--- src/rtl/proc_pkg.sv ---
// Types and constants shared by the data-memory controller and its RAM.
package proc_pkg;

    localparam int DATA_W = 12;

    typedef enum logic [1:0] {
        IDLE,
        ACCESS,
        RESP
    } state_t;

    typedef enum logic {
        OP_RD,
        OP_WR
    } op_t;

endpackage

--- src/rtl/dm_ram_array.sv ---
// Single-port synchronous data RAM with registered read; contents survive reset.
module dm_ram_array #(
    parameter int DEPTH  = 256,
    parameter int DATA_W = 12,
    parameter int AW     = $clog2(DEPTH)
) (
    input  logic              i_clk,
    input  logic              i_we,
    input  logic [AW-1:0]     i_addr,
    input  logic [DATA_W-1:0] i_din,
    output logic [DATA_W-1:0] o_dout
);

    logic [DATA_W-1:0] r_mem [DEPTH];

    always_ff @(posedge i_clk) begin
        if (i_we) begin
            r_mem[i_addr] <= i_din;
        end
        o_dout <= r_mem[i_addr];
    end

endmodule

--- src/rtl/data_mem_ctrl.sv ---
// Data-memory controller feeding DR: latches a request, waits LATENCY cycles,
// then commits the write or returns read data with a one-cycle response.
module data_mem_ctrl #(
    parameter int DATA_W  = proc_pkg::DATA_W,
    parameter int ADDR_W  = 12,
    parameter int DEPTH   = 256,
    parameter int LATENCY = 2
) (
    input  logic              i_clk,
    input  logic              i_reset,
    input  logic              i_mem_read,
    input  logic              i_mem_write,
    input  logic [ADDR_W-1:0] i_addr,
    input  logic [DATA_W-1:0] i_wdata,
    output logic [DATA_W-1:0] o_rdata,
    output logic              o_rdata_valid,
    output logic              o_busy,
    output logic              o_done,
    output logic              o_err
);

    import proc_pkg::*;

    localparam int                AW      = $clog2(DEPTH);
    localparam logic [ADDR_W:0]   DEPTH_C = (ADDR_W+1)'(DEPTH);

    state_t              r_state;
    op_t                 r_op;
    logic                r_both;
    logic [3:0]          r_cnt;
    logic [ADDR_W-1:0]   r_addr;
    logic [DATA_W-1:0]   r_wdata;

    logic                w_in_range;
    logic                w_err;
    logic                w_last;
    logic                w_ram_we;
    logic [AW-1:0]       w_ram_addr;
    logic [DATA_W-1:0]   w_ram_dout;

    assign w_in_range = ({1'b0, r_addr} < DEPTH_C);
    assign w_err      = !w_in_range || r_both;
    assign w_last     = (r_state == ACCESS) && (r_cnt == 4'd0);
    assign w_ram_we   = w_last && (r_op == OP_WR) && !w_err;

    // In IDLE the RAM looks at the live address so that read data is already
    // registered by the end of the first ACCESS cycle (needed for LATENCY=1).
    assign w_ram_addr = (r_state == IDLE) ? i_addr[AW-1:0] : r_addr[AW-1:0];

    dm_ram_array #(
        .DEPTH  (DEPTH),
        .DATA_W (DATA_W)
    ) u_ram (
        .i_clk  (i_clk),
        .i_we   (w_ram_we),
        .i_addr (w_ram_addr),
        .i_din  (r_wdata),
        .o_dout (w_ram_dout)
    );

    always_ff @(posedge i_clk or posedge i_reset) begin
        if (i_reset) begin
            r_state       <= IDLE;
            r_op          <= OP_RD;
            r_both        <= 1'b0;
            r_cnt         <= 4'd0;
            r_addr        <= '0;
            r_wdata       <= '0;
            o_rdata       <= '0;
            o_rdata_valid <= 1'b0;
            o_busy        <= 1'b0;
            o_done        <= 1'b0;
            o_err         <= 1'b0;
        end else begin
            o_rdata_valid <= 1'b0;
            o_done        <= 1'b0;
            o_err         <= 1'b0;
            case (r_state)
                IDLE: begin
                    if (i_mem_read || i_mem_write) begin
                        r_addr  <= i_addr;
                        r_wdata <= i_wdata;
                        r_op    <= i_mem_read ? OP_RD : OP_WR;
                        r_both  <= i_mem_read && i_mem_write;
                        r_cnt   <= 4'(LATENCY - 1);
                        o_busy  <= 1'b1;
                        r_state <= ACCESS;
                    end
                end
                ACCESS: begin
                    if (r_cnt == 4'd0) begin
                        o_done  <= 1'b1;
                        o_err   <= w_err;
                        r_state <= RESP;
                        if (r_op == OP_RD) begin
                            o_rdata_valid <= 1'b1;
                            o_rdata       <= w_in_range ? w_ram_dout : '0;
                        end
                    end else begin
                        r_cnt <= r_cnt - 4'd1;
                    end
                end
                RESP: begin
                    o_busy  <= 1'b0;
                    r_state <= IDLE;
                end
                default: begin
                    o_busy  <= 1'b0;
                    r_state <= IDLE;
                end
            endcase
        end
    end

endmodule

--- config.mk ---
export PLATFORM = sky130hd
export DESIGN_NAME = data_mem_ctrl
export DESIGN_NICKNAME = d
export VERILOG_FILES = /design/src/rtl/proc_pkg.sv /design/src/rtl/dm_ram_array.sv /design/src/rtl/data_mem_ctrl.sv
export SDC_FILE = /design/constraint.sdc
export NUM_CORES = 2
export LEC_CHECK = 0
export BUFFER_PORTS_ARGS = -buffer_cell sky130_fd_sc_hd__buf_4
export CAP_MARGIN = 20
export CORE_ASPECT_RATIO = 0.9
export CORE_MARGIN = 5
export CORE_UTILIZATION = 40
export CTS_BUF_LIST = sky130_fd_sc_hd__clkbuf_4 sky130_fd_sc_hd__clkbuf_8
export CTS_CLUSTER_DIAMETER = 60
export DETAILED_ROUTE_END_ITERATION = 10
export GPL_TIMING_DRIVEN = 0
export SETUP_SLACK_MARGIN = 0.5
export SLEW_MARGIN = 20
export SYNTH_ARGS = -nofsm -noshare
export SYNTH_HDL_FRONTEND = slang
export SYNTH_HIERARCHICAL = 1
export SYNTH_SLANG_ARGS = --single-unit
--- constraint.sdc ---
create_clock -name i_clk -period 4.8 [get_ports i_clk]
set_input_delay 1.2 -clock i_clk [delete_from_list [all_inputs] [get_ports i_clk]]
set_output_delay 1.2 -clock i_clk [all_outputs]
set_load 0.02 [all_outputs]
==> results.py <==
metrics = {
    "grt": {
        "grt_overflow_total": 0,
        "grt_pass1_vias": 60500,
        "grt_pass1_wl_mm": 471,
        "track_usage_pct": 21.7,
        "grt_antenna_before_repair": 15,
        "grt_start_max_net_pins": 73,
    },
    "setup_path": {
        "reg2reg_from": "r_state[1]$_DFFE_PP0P_",
        "crit_buf_inv": 5,
        "cp_max_fo": 11,
        "critical_path_required_ns": 5.68,
        "startpoint": "r_state[1]$_DFFE_PP0P_",
        "crit_path_top_delay_cell": "o41ai_2",
        "worst_path_largest_cell_delay_ns": 0.75,
        "cp-start-kind": "flop",
        "cp_common_cell": "clkbuf_2",
        "cp.arrival_ns": 5.39,
        "endpoint_kind": "flop",
        "crit_chain": "nor2_4, buf_12, mux2_2, clkbuf_2, and2_1, clkbuf_2, buf_4, clkbuf_1, a22oi_1, a21oi_2, o41ai_2, nand4_1",
        "critical_path_class": "reg2reg",
        "cp_top_family": "buffers and inverters",
    },
    "cts": {
        "cts-buffers-inserted": 470,
        "clk_pin_slew_ns": 0.06,
        "cts_tree": "built",
        "hold_buffers": 0,
        "cts_sinks": 3132,
        "cts-root-buf": "clkbuf_8",
        "htree_levels": 5,
        "clk_path_buf_depth": 4,
        "worstSkewPairLatency_ns": 1.04,
    },
    "route": {
        "drc": 0,
        "vias": 60700,
        "drt-vias-per-instance": 5.90,
        "ant_nets": 0,
        "drt_iter0_drc": 7466,
        "wl_per_cell_microns": 33.1,
        "dr.pass1.iters": 8,
        "drt-total-wl_mm": 341,
    },
    "timing": {
        "fin_ws_ns": 0.283,
        "fin_crit_ns": 4.52,
        "finalClockSkew_ns": 0.0832,
        "hold_violations": 0,
        "maxSlewViolCount": 0,
        "maxSlewHeadroom_pct": 12.7,
        "hold_slack_ns": 0.120,
        "rsz0062_at_grt": "yes",
        "fmaxAchievable_mhz": 221,
        "min_period_over_period_pct": 94.1,
        "finalSetupViolations": 0,
        "worstMarginPinSlew_ns": 1.31,
    },
    "synth": {
        "synth_flop_cell": "edfxtp_1",
        "synthTopCellsByArea": "edfxtp_1 (78%), mux4_2 (15%), a22oi_1 (2.4%)",
        "synth_top_area_cell": "edfxtp_1",
        "synth_warnings": 6,
        "synth_edf_count": 3072,
        "async_flop_share_pct": 1.53,
        "netlist.area_leader.share_pct": 77.6,
        "syn_nets": 5325,
        "synth_seq_cells": 3132,
        "syn_inst": 5296,
        "avgSynthCellArea_sq_um": 22.5,
        "netlist_area_sq_um": 119000,
        "yosysSeqAreaShare_pct": 78.8,
        "ys_types": 43,
    },
    "final_layout": {
        "nets": 6030,
        "finalNonFillerCells": 10300,
        "post-route-util_pct": 46.8,
        "layout-drive-gt1-share_pct": 36.6,
        "mostFrequentLayoutCells": "edfxtp_1 (3072), mux4_2 (768), clkbuf_8 (489)",
        "final_common_cell": "edfxtp_1",
        "area_delta_synth_final_pct": 16.9,
    },
    "power_and_ir_drop": {
        "comb_power_share_pct": 37.6,
        "power_mw": 89.4,
        "leakage_nw": 42.5,
        "p_sw_share_pct": 36.8,
        "p_clk_share_pct": 23.2,
        "p_per_area_nw_per_um2": 643,
        "power.internal_mw": 56.5,
        "power_frac_seq_pct": 39.2,
        "vdd_drop_max_v": 0.000459,
        "power_switching_mw": 33.0,
    },
    "die": {
        "die_area_sq_um": 308000,
        "ios": 44,
        "num_rows": 190,
        "die_w_microns": 585,
        "start_util_pct": 40.1,
        "die_h_microns": 527,
        "fp.coreArea_sq_um": 297000,
    },
    "job": {
        "cap_violations": 0,
    },
    "status": {
        "outcome": "complete, no violations",
    },
    "place": {
        "io_buffers": 43,
        "hpwlAfterDp_mm": 225,
        "place_worst_setup_slack_ns": -2.03,
        "place_inst": 9373,
        "place_congestion": 0.966,
    },
    "hold_path": {
        "holdCritPathClass": "in2async",
    },
}
==> cell families after synthesis <==
group                      count (synthesis)  share of synthesized area (%)
DFF                                     3132                           78.8
buffers and inverters                    349                           1.28
and+or+nand+nor                          365                           1.31
muxes                                    812                           14.9
AOI/OAI and AO/OA                        637                           3.67
adders and majority gates                  1                         0.0105
==> through the flow <==
step / setup TNS [ns] / area [sq um]
after floorplan: 0 / 119000
after global placement: - / 124000
after detailed placement: -3288.99 / 127000
after CTS: 0 / 137000
after global routing: 0 / 139000
final: 0 / 139000
==> layout make-up <==
class,instances,area (sq um)
antenna,7,17.5
buffer,331,1820
clock buffer,644,7850
clock inverter,180,921
fill,24200,158000
inverter,18,70.1
multi-input combinational,1815,26100
sequential,3132,93700
tap,3936,4920
timing repair buffer,233,3560
==> path summary, 6_finish.rpt <==
check | end | slack (ns) | cells past startpoint
setup / recovery | u_ram/o_dout[7]$_DFF_P_ | 0.28 | 12
setup reg to reg | u_ram/o_dout[7]$_DFF_P_ | 0.28 | 12
max in group asynchronous | o_rdata[3]$_DFFE_PP0P_ | 4.14 | 3
hold / removal | r_addr[11]$_DFFE_PP0P_ | 0.12 | 2
hold reg to reg | o_rdata[2]$_DFFE_PP0P_ | 0.45 | 2
min in group i_clk | r_wdata[5]$_DFFE_PP0P_ | 0.40 | 2
==> routing by layer <==
metal  vias to the layer above  wire [microns]  global-route usage [%]
met1                     32600          130000                    29.5
met5                         -             110                       0
met4                         4           14100                    8.42
li1                      24100               -                       -
met2                      3304          156000                    32.4
met3                       647           41200                    7.52
==> worst register-to-register path: cells and delay by family (launching register included) <==
| family | cells | cell delay [ns] |
|---|---|---|
| DFF | 1 | 0.43 |
| buffers and inverters | 5 | 1.57 |
| AOI/OAI and AO/OA | 3 | 1.45 |
| muxes | 1 | 0.35 |
| and+or+nand+nor | 3 | 0.55 |
==> power groups by stage <==
stage | Combinational, mW | Sequential, mW | Clock [mW]
floorplan | 16.0 | 37.9 | 0
global placement | 26.3 | 38.3 | 0
detailed placement | 32.0 | 35.7 | 0
CTS | 32.6 | 35.1 | 21.1
global route | 34.7 | 35.1 | 22.4
finish | 33.6 | 35.1 | 20.8
==> timing repair <==
item / 4_1_cts / 5_1_grt
buffers inserted: 38 / 51
pin swaps: 45 / 58
gates resized for setup: 296 / 162
setup endpoints to repair: 3084 / 2237
==> cell usage after synthesis (12+ instances only) <==
| master | n |
|---|---|
| inv_1 | 18 |
| buf_2 | 78 |
| buf_4 | 13 |
| nand3_1 | 13 |
| nor3_1 | 32 |
| dfxtp_1 | 12 |
| o41ai_1 | 48 |
| buf_1 | 26 |
| mux2_2 | 32 |
| mux4_2 | 768 |
| mux2i_1 | 12 |
| clkbuf_1 | 206 |
| a21oi_1 | 193 |
| a22oi_1 | 384 |
| nand2_1 | 40 |
| nand4_1 | 12 |
| edfxtp_1 | 3072 |
| nor2_1 | 235 |
| dfrtp_1 | 48 |
==> sequential cells by signal (all words and copies together) (netlist names), 2 cells and up <==
signal	flops
u_ram/r_mem	3072
o_rdata	12
r_addr	12
r_wdata	12
u_ram/o_dout	12
r_cnt	4
r_state	2
Power figures use the tool's default switching activity.
